===== config.mk =====
export PLATFORM = sky130hd
export DESIGN_NAME = muldiv_ctrl_flat
export DESIGN_NICKNAME = d
export VERILOG_FILES = /design/src/rtl/muldiv_pkg.sv /design/src/rtl/muldiv_if.sv /design/src/rtl/muldiv_special.sv /design/src/rtl/muldiv_ctrl.sv /design/src/flat_wrapper.sv
export SDC_FILE = /design/constraint.sdc
export NUM_CORES = 1
export LEC_CHECK = 0
export CAP_MARGIN = 20
export CORE_ASPECT_RATIO = 0.5
export CORE_MARGIN = 4
export CORE_UTILIZATION = 40
export CTS_CLUSTER_DIAMETER = 50
export DETAILED_ROUTE_END_ITERATION = 12
export HOLD_SLACK_MARGIN = 0.08
export PLACE_DENSITY_LB_ADDON = 0.15
export SYNTH_ARGS = -nofsm -noshare
export SYNTH_HDL_FRONTEND = slang
export SYNTH_SLANG_ARGS = --single-unit

===== constraint.sdc =====
create_clock -name clk -period 7.95 [get_ports clk]
set_input_delay 2.385 -clock clk [delete_from_list [all_inputs] [get_ports clk]]
set_output_delay 2.385 -clock clk [all_outputs]
set_load 0.05 [all_outputs]

===== src/rtl/muldiv_pkg.sv =====
// muldiv_pkg: M-extension funct3 codes, controller states and op-class helper
package muldiv_pkg;
  localparam logic [2:0] MUL    = 3'b000;
  localparam logic [2:0] MULH   = 3'b001;
  localparam logic [2:0] MULHSU = 3'b010;
  localparam logic [2:0] MULHU  = 3'b011;
  localparam logic [2:0] DIV    = 3'b100;
  localparam logic [2:0] DIVU   = 3'b101;
  localparam logic [2:0] REM    = 3'b110;
  localparam logic [2:0] REMU   = 3'b111;
  typedef enum logic [1:0] {IDLE, RUN, DONE} state_t;
  function automatic logic is_div(input logic [2:0] f3);
    return f3[2];
  endfunction
endpackage


===== src/rtl/muldiv_if.sv =====
// muldiv_if: EX request/response and iterative-unit handshake bundle
interface muldiv_if;
  logic        req_valid;
  logic [2:0]  req_funct3;
  logic [31:0] req_a;
  logic [31:0] req_b;
  logic        flushE;
  logic        unit_start;
  logic        unit_kill;
  logic [2:0]  unit_funct3;
  logic [31:0] unit_a;
  logic [31:0] unit_b;
  logic [31:0] unit_result;
  logic        stall_ex;
  logic        resp_valid;
  logic [31:0] resp_result;
  logic        busy;
  modport slave (
    input  req_valid, req_funct3, req_a, req_b, flushE, unit_result,
    output unit_start, unit_kill, unit_funct3, unit_a, unit_b,
           stall_ex, resp_valid, resp_result, busy
  );
  modport master (
    output req_valid, req_funct3, req_a, req_b, flushE, unit_result,
    input  unit_start, unit_kill, unit_funct3, unit_a, unit_b,
           stall_ex, resp_valid, resp_result, busy
  );
endinterface


===== src/rtl/muldiv_special.sv =====
// muldiv_special: RISC-V divide-by-zero and signed-overflow results resolved without the unit
import muldiv_pkg::*;
module muldiv_special (
  input  logic [2:0]  i_funct3,
  input  logic [31:0] i_a,
  input  logic [31:0] i_b,
  output logic        o_is_special,
  output logic [31:0] o_special_result
);
  logic w_dz, w_ovf;
  always_comb begin
    w_dz = is_div(i_funct3) && i_b == '0;
    w_ovf = is_div(i_funct3) && !i_funct3[0] && i_a == 32'h8000_0000 && i_b == '1;
    o_is_special = w_dz | w_ovf;
    o_special_result = w_dz ? (i_funct3[1] ? i_a : '1) : (w_ovf && !i_funct3[1]) ? 32'h8000_0000 : '0;
  end
endmodule


===== src/rtl/muldiv_ctrl.sv =====
// muldiv_ctrl: issues M-extension ops to the shared iterative unit, freezes EX for
// its fixed latency and hands the result to EX/MEM for exactly one cycle
import muldiv_pkg::*;
module muldiv_ctrl #(
  parameter int MUL_LAT = 4,
  parameter int DIV_LAT = 32,
  parameter int CNT_W   = 6
) (
  input logic      clk,
  input logic      reset,
  muldiv_if.slave  bus
);
  state_t            r_state, w_next;
  logic [CNT_W-1:0]  r_cnt, w_cnt;
  logic [31:0]       r_res, w_res, w_spec_res;
  logic              w_spec, w_issue, w_abort;
  muldiv_special u_special (
    .i_funct3         (bus.req_funct3),
    .i_a              (bus.req_a),
    .i_b              (bus.req_b),
    .o_is_special     (w_spec),
    .o_special_result (w_spec_res)
  );
  always_ff @(posedge clk or posedge reset)
    if (reset) begin
      r_state <= IDLE;
      r_cnt <= '0;
      r_res <= '0;
    end else begin
      r_state <= w_next;
      r_cnt <= w_cnt;
      r_res <= w_res;
    end
  // combinational outputs are gated by reset so they read 0 while it is held
  always_comb begin
    w_issue = r_state == IDLE && bus.req_valid && !bus.flushE && !reset;
    w_abort = r_state == RUN && (bus.flushE || !bus.req_valid);
    w_next = r_state;
    w_cnt = r_cnt;
    w_res = r_res;
    case (r_state)
      IDLE: if (w_issue) begin
        w_next = w_spec ? DONE : RUN;
        w_cnt = is_div(bus.req_funct3) ? CNT_W'(DIV_LAT - 1) : CNT_W'(MUL_LAT - 1);
        w_res = w_spec_res;
      end
      RUN: if (w_abort) w_next = IDLE;
        else if (r_cnt == '0) begin
          w_next = DONE;
          w_res = bus.unit_result;
        end else w_cnt = r_cnt - CNT_W'(1);
      default: w_next = IDLE;
    endcase
    bus.unit_start = w_issue && !w_spec;
    bus.unit_kill = w_abort;
    bus.unit_funct3 = bus.unit_start ? bus.req_funct3 : '0;
    bus.unit_a = bus.unit_start ? bus.req_a : '0;
    bus.unit_b = bus.unit_start ? bus.req_b : '0;
    bus.stall_ex = bus.req_valid && !bus.flushE && r_state != DONE && !reset;
    bus.resp_valid = r_state == DONE;
    bus.resp_result = r_state == DONE ? r_res : '0;
    bus.busy = r_state != IDLE;
  end
endmodule


===== src/flat_wrapper.sv =====
// flat-port wrapper written by rule: the top's interface ports become plain ports
module muldiv_ctrl_flat 
#(
  parameter int MUL_LAT = 4,
  parameter int DIV_LAT = 32,
  parameter int CNT_W   = 6
)
  (clk, reset, bus_req_valid, bus_req_funct3, bus_req_a, bus_req_b, bus_flushE, bus_unit_result, bus_unit_start, bus_unit_kill, bus_unit_funct3, bus_unit_a, bus_unit_b, bus_stall_ex, bus_resp_valid, bus_resp_result, bus_busy);
  muldiv_if bus_i ();
  input logic clk;
  input logic reset;
  input wire logic [$bits(bus_i.req_valid)-1:0] bus_req_valid;
  input wire logic [$bits(bus_i.req_funct3)-1:0] bus_req_funct3;
  input wire logic [$bits(bus_i.req_a)-1:0] bus_req_a;
  input wire logic [$bits(bus_i.req_b)-1:0] bus_req_b;
  input wire logic [$bits(bus_i.flushE)-1:0] bus_flushE;
  input wire logic [$bits(bus_i.unit_result)-1:0] bus_unit_result;
  output wire logic [$bits(bus_i.unit_start)-1:0] bus_unit_start;
  output wire logic [$bits(bus_i.unit_kill)-1:0] bus_unit_kill;
  output wire logic [$bits(bus_i.unit_funct3)-1:0] bus_unit_funct3;
  output wire logic [$bits(bus_i.unit_a)-1:0] bus_unit_a;
  output wire logic [$bits(bus_i.unit_b)-1:0] bus_unit_b;
  output wire logic [$bits(bus_i.stall_ex)-1:0] bus_stall_ex;
  output wire logic [$bits(bus_i.resp_valid)-1:0] bus_resp_valid;
  output wire logic [$bits(bus_i.resp_result)-1:0] bus_resp_result;
  output wire logic [$bits(bus_i.busy)-1:0] bus_busy;
  assign bus_i.req_valid = bus_req_valid;
  assign bus_i.req_funct3 = bus_req_funct3;
  assign bus_i.req_a = bus_req_a;
  assign bus_i.req_b = bus_req_b;
  assign bus_i.flushE = bus_flushE;
  assign bus_i.unit_result = bus_unit_result;
  assign bus_unit_start = bus_i.unit_start;
  assign bus_unit_kill = bus_i.unit_kill;
  assign bus_unit_funct3 = bus_i.unit_funct3;
  assign bus_unit_a = bus_i.unit_a;
  assign bus_unit_b = bus_i.unit_b;
  assign bus_stall_ex = bus_i.stall_ex;
  assign bus_resp_valid = bus_i.resp_valid;
  assign bus_resp_result = bus_i.resp_result;
  assign bus_busy = bus_i.busy;
  muldiv_ctrl #(.MUL_LAT(MUL_LAT), .DIV_LAT(DIV_LAT), .CNT_W(CNT_W)) u_core (.clk(clk), .reset(reset), .bus(bus_i));
endmodule

---- Word-level counts from Yosys, hierarchy flattened ----
Index checks and enable logic that the tools add are counted.
storage, ports and cells
  register bits ........................... 40
  bits of input ports ..................... 103
  output and inout bits ................... 104
  word-level logic and storage cells ...... 64
operators by class
  add/subtract/negate cells ............... 1
  equal/unequal tests ..................... 10
  muxes and demuxes ....................... 21
  bitwise operators ....................... 1
  reductions and logical operators ........ 28
operators with widths
  operator                                                                 count
  32-bit 2-to-1 mux                                                        9
  32-bit == test, second input constant                                    2
  32-bit case mux with 2 select lines                                      1
  32-bit zero test                                                         1
  6-bit 2-to-1 mux                                                         3
  1-bit logical AND                                                        13
  6-bit case mux with 2 select lines                                       1
  2-bit 2-to-1 mux                                                         4
  2-bit inequality test, second input constant                             4
  4-bit AND reduction                                                      2
  1-bit zero test                                                          6
  6-bit zero test                                                          1
  6-bit by 1-bit subtractor with 6-bit output, second input constant       1
  5-bit 2-to-1 mux                                                         1
  2-bit case mux with 2 select lines                                       1
  2-bit nonzero test                                                       2
  3-bit 2-to-1 mux                                                         1
  3-bit inequality test, second input constant                             1
  2-bit by 1-bit == test with 1-bit output, second input constant          1
  2-bit == test, second input constant                                     1
  2-bit zero test                                                          1
  2-bit by 1-bit inequality test with 1-bit output, second input constant  1
  2-bit AND reduction                                                      1
  1-bit logical OR                                                         1
  1-bit bitwise OR                                                         1

---- Logic depth before layout (Yosys ltp) ----
  word-level depth ........................ 9
  mapped depth ............................ 7
  depth with buffers taken out ............ 6

---- Hierarchy ----
A second synthesis with hierarchy kept.
unflattened totals
  cell total of the unflattened synthesis .. 392
  area, all modules ....................... 3344.5 um^2
by module, submodules not included
  module          instances  cells an instance  area each (um^2)  seq. area each (um^2)
  muldiv_ctrl     1          282                2781.4            1001.0
  muldiv_special  1          110                563.0             0.0

---- Least setup slack after synthesis ----
No wires, ideal clock.
  path type ............................... input to output
  start ................................... in bus_flushE
  end ..................................... out bus_unit_a[24]
  data arrival time ....................... 4330 ps
  required time ........................... 5565 ps
  setup slack ............................. 1235 ps
  stages on the path ...................... 5
  path buffers ............................ 2
  path through ............................ nand2b_1 > or3_1 > clkbuf_1 > clkbuf_1 > nor3_1
between the ends
  word-level cells in the longest chain between the ends .. 5
RTL lines
  what                             line                source
  start: declaration               flat_wrapper.sv:16  input wire logic [$bits(bus_i.flushE)-1:0] bus_flushE;
  1-bit zero test                  muldiv_ctrl.sv:36   w_issue = r_state == IDLE && bus.req_valid && !bus.flushE && !reset;
  1-bit logical AND (2 in series)  muldiv_ctrl.sv:36
  1-bit logical AND                muldiv_ctrl.sv:54   bus.unit_start = w_issue && !w_spec;
  32-bit 2-to-1 mux                muldiv_ctrl.sv:57   bus.unit_a = bus.unit_start ? bus.req_a : '0;
  end: declaration                 flat_wrapper.sv:21  output wire logic [$bits(bus_i.unit_a)-1:0] bus_unit_a;
No other way between the ends.

---- Final worst setup path ----
  start ................................... in bus_req_a[0]
  end ..................................... out bus_unit_funct3[1]
between the ends
  word-level cells in the longest chain between the ends .. 7
RTL lines
  what                             line                  source
  start: declaration               flat_wrapper.sv:14    input wire logic [$bits(bus_i.req_a)-1:0] bus_req_a;
  32-bit == test                   muldiv_special.sv:13  w_ovf = is_div(i_funct3) && !i_funct3[0] && i_a == 32'h8000_0000 && i_b == '1;
  1-bit logical AND (2 in series)  muldiv_special.sv:13
  1-bit bitwise OR                 muldiv_special.sv:14  o_is_special = w_dz | w_ovf;
  1-bit zero test                  muldiv_ctrl.sv:54
  1-bit logical AND                muldiv_ctrl.sv:54
  3-bit 2-to-1 mux                 muldiv_ctrl.sv:56     bus.unit_funct3 = bus.unit_start ? bus.req_funct3 : '0;
  end: declaration                 flat_wrapper.sv:20    output wire logic [$bits(bus_i.unit_funct3)-1:0] bus_unit_funct3;
No other way between the ends.

==> flow_results.org <==
** Status
- The run finished with clean final reports.

** Floorplan
- Core Region :: 7487 um^2
- DIE HEIGHT :: 70.83 um
- Die ar. :: 9467 um^2
- During I/O placement, the number of pins put on the boundary was 207.
- Die Width :: 133.7 um
- Effective utilization at floorplan :: 0.4218
- The floorplan has 22 rows.

** Cells and area
- The final layout contains between 700 and 800 nets.
- Count of fill cells added during filler insertion :: approximately 670
- Area added between synthesis and finish :: 67.31%
- In the final layout, the share of cells above drive strength 1 is 0.1176.
- Once layout is complete, the utilization of the core stands at 0.7057.
- Diode count :: 0
- Fin cells :: 754

** Clock tree
- Post-CTS Repair Setup Buffers :: 0
- The tree built by TritonCTS fans out to 40 sinks.
- The clock reaches the later pin of the worst-skew pair after between 200 and 300 ps.
- CTS tree :: built
- The tree is rooted in a sky130_fd_sc_hd__clkbuf_16.
- For this design, the CTS-stage hold fixing added 0 buffers.
- Number of H-tree branching levels :: 2
- After clock tree synthesis, the clock-pin slew on the worst setup and hold paths is 60 ps.
- Clock tree synthesis inserted a total of 5 buffers.
- The clock passes through at most 2 buffers.
- The number of gates resized after CTS was 0.

** Place
- Port Buf Inserts :: 206
- Once detailed placement completed, the half-perimeter wirelength came to 9.082 mm.
- Once placement completed, the tool counted placed cells totaling between 700 and 800.
- At the end of routability-driven placement, the weighted congestion stood at 0.8265.

** Detailed routing
- Per-cell via count in the routed design :: between 5 and 6
- Residual DRC :: 0
- Final antenna-violating net count :: 0
- After the first detailed-routing iteration, the DRC count stood at 237.
- Dividing the detail-routed wire length by the instance count gives between 15 and 20 um.
- Detailed routing inserted a total of 3,836 vias.
- Aggregate routed wire length :: 11.63 mm
- Detailed Routing Iterations Pass 1 :: 6

** Timing
- Hold Fails Final Rpt :: 0
- Setup violations remaining at the end of the flow were counted as 0.
- Worst-margin pin slew :: 751.8 ps
- Setup total negative slack on the finished layout was measured at 0 ps.
- For this run, the top clock speed supported by timing is 130.7 MHz.
- On the final layout, the worst clock skew is 1.804 ps.
- RSZ-0062 raised after global routing :: false
- Measured against its own limit, the worst slew margin works out to 0.4988.
- The count of pins over their slew limit was 0.
- In the finished design, the share of the clock period the worst path needs comes to 0.9621.
- Final period demand of the worst path :: 7648 ps

** Global routing
- The initial antenna violation count was 0.
- For met2 alone, demand over resource in global routing was 0.4213.
- For met1 alone, demand over resource in global routing was 0.3062.
- Routing usage on met3 :: 0.05540
- Across every metal layer, demand over resource in global routing totals 0.2391.
- After global routing, the most crowded layer is met2.
- The via count of the first global-routing pass was 3,711.
- Entering global routing, the biggest net connects 64 pins.
- The first global-routing pass estimated 18.57 mm of wire.
- Overall overflow remaining after global route :: 0

** Synthesis
- Post-synthesis instance area :: between 3000 and 4000 um^2
- Synthesized net count :: 567
- Post-synthesis average cell area :: 6.836 um^2
- Count of unique library cells instantiated by Yosys :: 39
- EDFF count, synth :: 0
- In this run, synthesis produced a sequential element count of 40.
- Share of synthesized registers carrying an async set or reset :: 1.000
- Of the synthesized area, sequential elements account for 0.3170.
- Synth Warn # :: 0
- In the synthesized netlist, the number of instances is between 400 and 500.
- Dominant synthesized flop cell :: sky130_fd_sc_hd__dfrtp_1

** Critical path
- STA classifies the critical path startpoint as an input pin.
- Critical path start-end classification :: input pin to output pin
- STA puts the critical path data required time at around 5600 ps.
- Measured in cells, the most critical reg-to-reg path has a length of 5.
- The worst setup path is captured at an output pin.
- Critical Path Fanout Max :: 26
- At the worst endpoint, the arrival time is 5260 ps.

** Pwr
- Leakage :: 2.324 nW
- VDD sags by at most slightly below 90 uV.
- For this design the ratio of total power to cell area is between 100 and 150 nW/um^2.

** Worst hold path
- Type of the tightest min-delay check :: register to register
- The worst hold path passes through 2 cells.

** Job
- The tool flagged a number of max-cap violations equal to 0.
==> critical path, stage by stage <==
cell,delay (ps)
sky130_fd_sc_hd__clkdlybuf4s50_1,430
sky130_fd_sc_hd__or2_0,230
sky130_fd_sc_hd__or4_1,550
sky130_fd_sc_hd__nor4_2,340
sky130_fd_sc_hd__a21o_2,490
sky130_fd_sc_hd__nor3_1,90
sky130_fd_sc_hd__clkdlybuf4s50_1,740
==> per-layer routing <==
layer,routed length (um),part of all wire,up-vias
met1,4988,0.43,1747
met2,5703,0.49,141
met4,163,0.014,0
li1,-,-,1932
met5,0,0,-
met3,777,0.067,16
==> cells in the final DEF, fill, tap and decap left out, types with 2 or more instances in the layout <==
cell                              netlist  layout
sky130_fd_sc_hd__a21oi_1                3       3
sky130_fd_sc_hd__buf_4                  6      59
sky130_fd_sc_hd__nor4_2                 1       2
sky130_fd_sc_hd__nor2_1                10      10
sky130_fd_sc_hd__o21ai_0               30      30
sky130_fd_sc_hd__nand2b_1               2       2
sky130_fd_sc_hd__a22oi_1               31      31
sky130_fd_sc_hd__ha_1                   2       2
sky130_fd_sc_hd__nand2_1               68      68
sky130_fd_sc_hd__nor4_1                16      15
sky130_fd_sc_hd__nor2b_2                0       2
sky130_fd_sc_hd__or4_1                  2       2
sky130_fd_sc_hd__inv_1                 71      71
sky130_fd_sc_hd__o22a_1                 2       2
sky130_fd_sc_hd__a31oi_1                4       4
sky130_fd_sc_hd__clkdlybuf4s50_1        0     155
sky130_fd_sc_hd__and3_1                 2       2
sky130_fd_sc_hd__o21ai_1                5       5
sky130_fd_sc_hd__nand4_1               10      10
sky130_fd_sc_hd__dfrtp_1               40      40
sky130_fd_sc_hd__clkbuf_16              0       5
sky130_fd_sc_hd__and2_1                33      33
sky130_fd_sc_hd__nand3_1                3       3
sky130_fd_sc_hd__nor3_1                72      72
==> cells by family (layout without fill, tap and decap cells) <==
kind of cell / Yosys count / after routing / synth area share
buffers and inverters: 109 / 293 / 0.1426
and+or+nand+nor: 228 / 228 / 0.3653
AOI/OAI and AO/OA: 83 / 83 / 0.1672
adders and majority gates: 2 / 2 / 0.007923
DFF: 40 / 40 / 0.3170
==> synth_stat cells (all sizes together), types with 2 or more instances <==
library cell | instances | share of area
a21oi | 3 | 0.0048
a22oi | 31 | 0.074
a31oi | 4 | 0.0079
and2 | 33 | 0.065
and3 | 2 | 0.0040
buf | 12 | 0.027
clkbuf | 26 | 0.031
dfrtp | 40 | 0.32
ha | 2 | 0.0079
inv | 71 | 0.084
nand2 | 68 | 0.081
nand2b | 2 | 0.0040
nand3 | 3 | 0.0048
nand4 | 10 | 0.020
nor2 | 10 | 0.012
nor2b | 2 | 0.0040
nor3 | 72 | 0.11
nor4 | 17 | 0.036
o21ai | 35 | 0.055
o22a | 2 | 0.0055
o22ai | 2 | 0.0040
or2 | 2 | 0.0040
or3 | 2 | 0.0040
or4 | 2 | 0.0048
==> registers in the layout, indices dropped and copies added (netlist names) <==
register,count
u_core.r_res,32
u_core.r_cnt,6
u_core.r_state,2
==> final timing paths <==
path / from / to / slack [ps]
setup / recovery: bus_req_a[0] / bus_unit_funct3[1] / 300
hold / removal: u_core.r_res[6] / u_core.r_res[6] / 470
setup reg to reg: u_core.r_state[1] / u_core.r_cnt[5] / 5590
hold reg to reg: u_core.r_res[6] / u_core.r_res[6] / 470
max in group asynchronous: reset / u_core.r_res[20] / 4980
min in group asynchronous: reset / u_core.r_cnt[5] / 2620
==> final cells by class <==
type,count,area (um^2),area share
timing repair buffer,215,2009,0.3803
multi-input combinational,313,1734,0.3282
sequential,40,1001,0.1894
inverter,71,266.5,0.05044
tap,108,135.1,0.02557
clock buffer,5,125.1,0.02368
clock inverter,2,12.51,0.002368
==> through the flow <==
stage / cell area [um^2] / setup WS (ps) / hold slack, ps / power [mW]
3_3_place_gp: 5131 / 360.1 / 453.9 / 0.4275
3_5_place_dp: 5131 / 323.3 / 461.2 / 0.4313
2_1_floorplan: 3158 / 1235 / 441.8 / 0.3385
5_1_grt: 5284 / 124.2 / 485.4 / 0.6564
6_report: 5284 / 301.7 / 472.0 / 0.6220
4_1_cts: 5269 / 307.8 / 474.5 / 0.6251
==> power by group <==
part           internal, mW  switching (mW)
Combinational        0.0852           0.105
Clock                 0.114          0.0804
Sequential            0.225          0.0128
Total                 0.424           0.198
No activity file was read; power rests on OpenSTA's default activity.
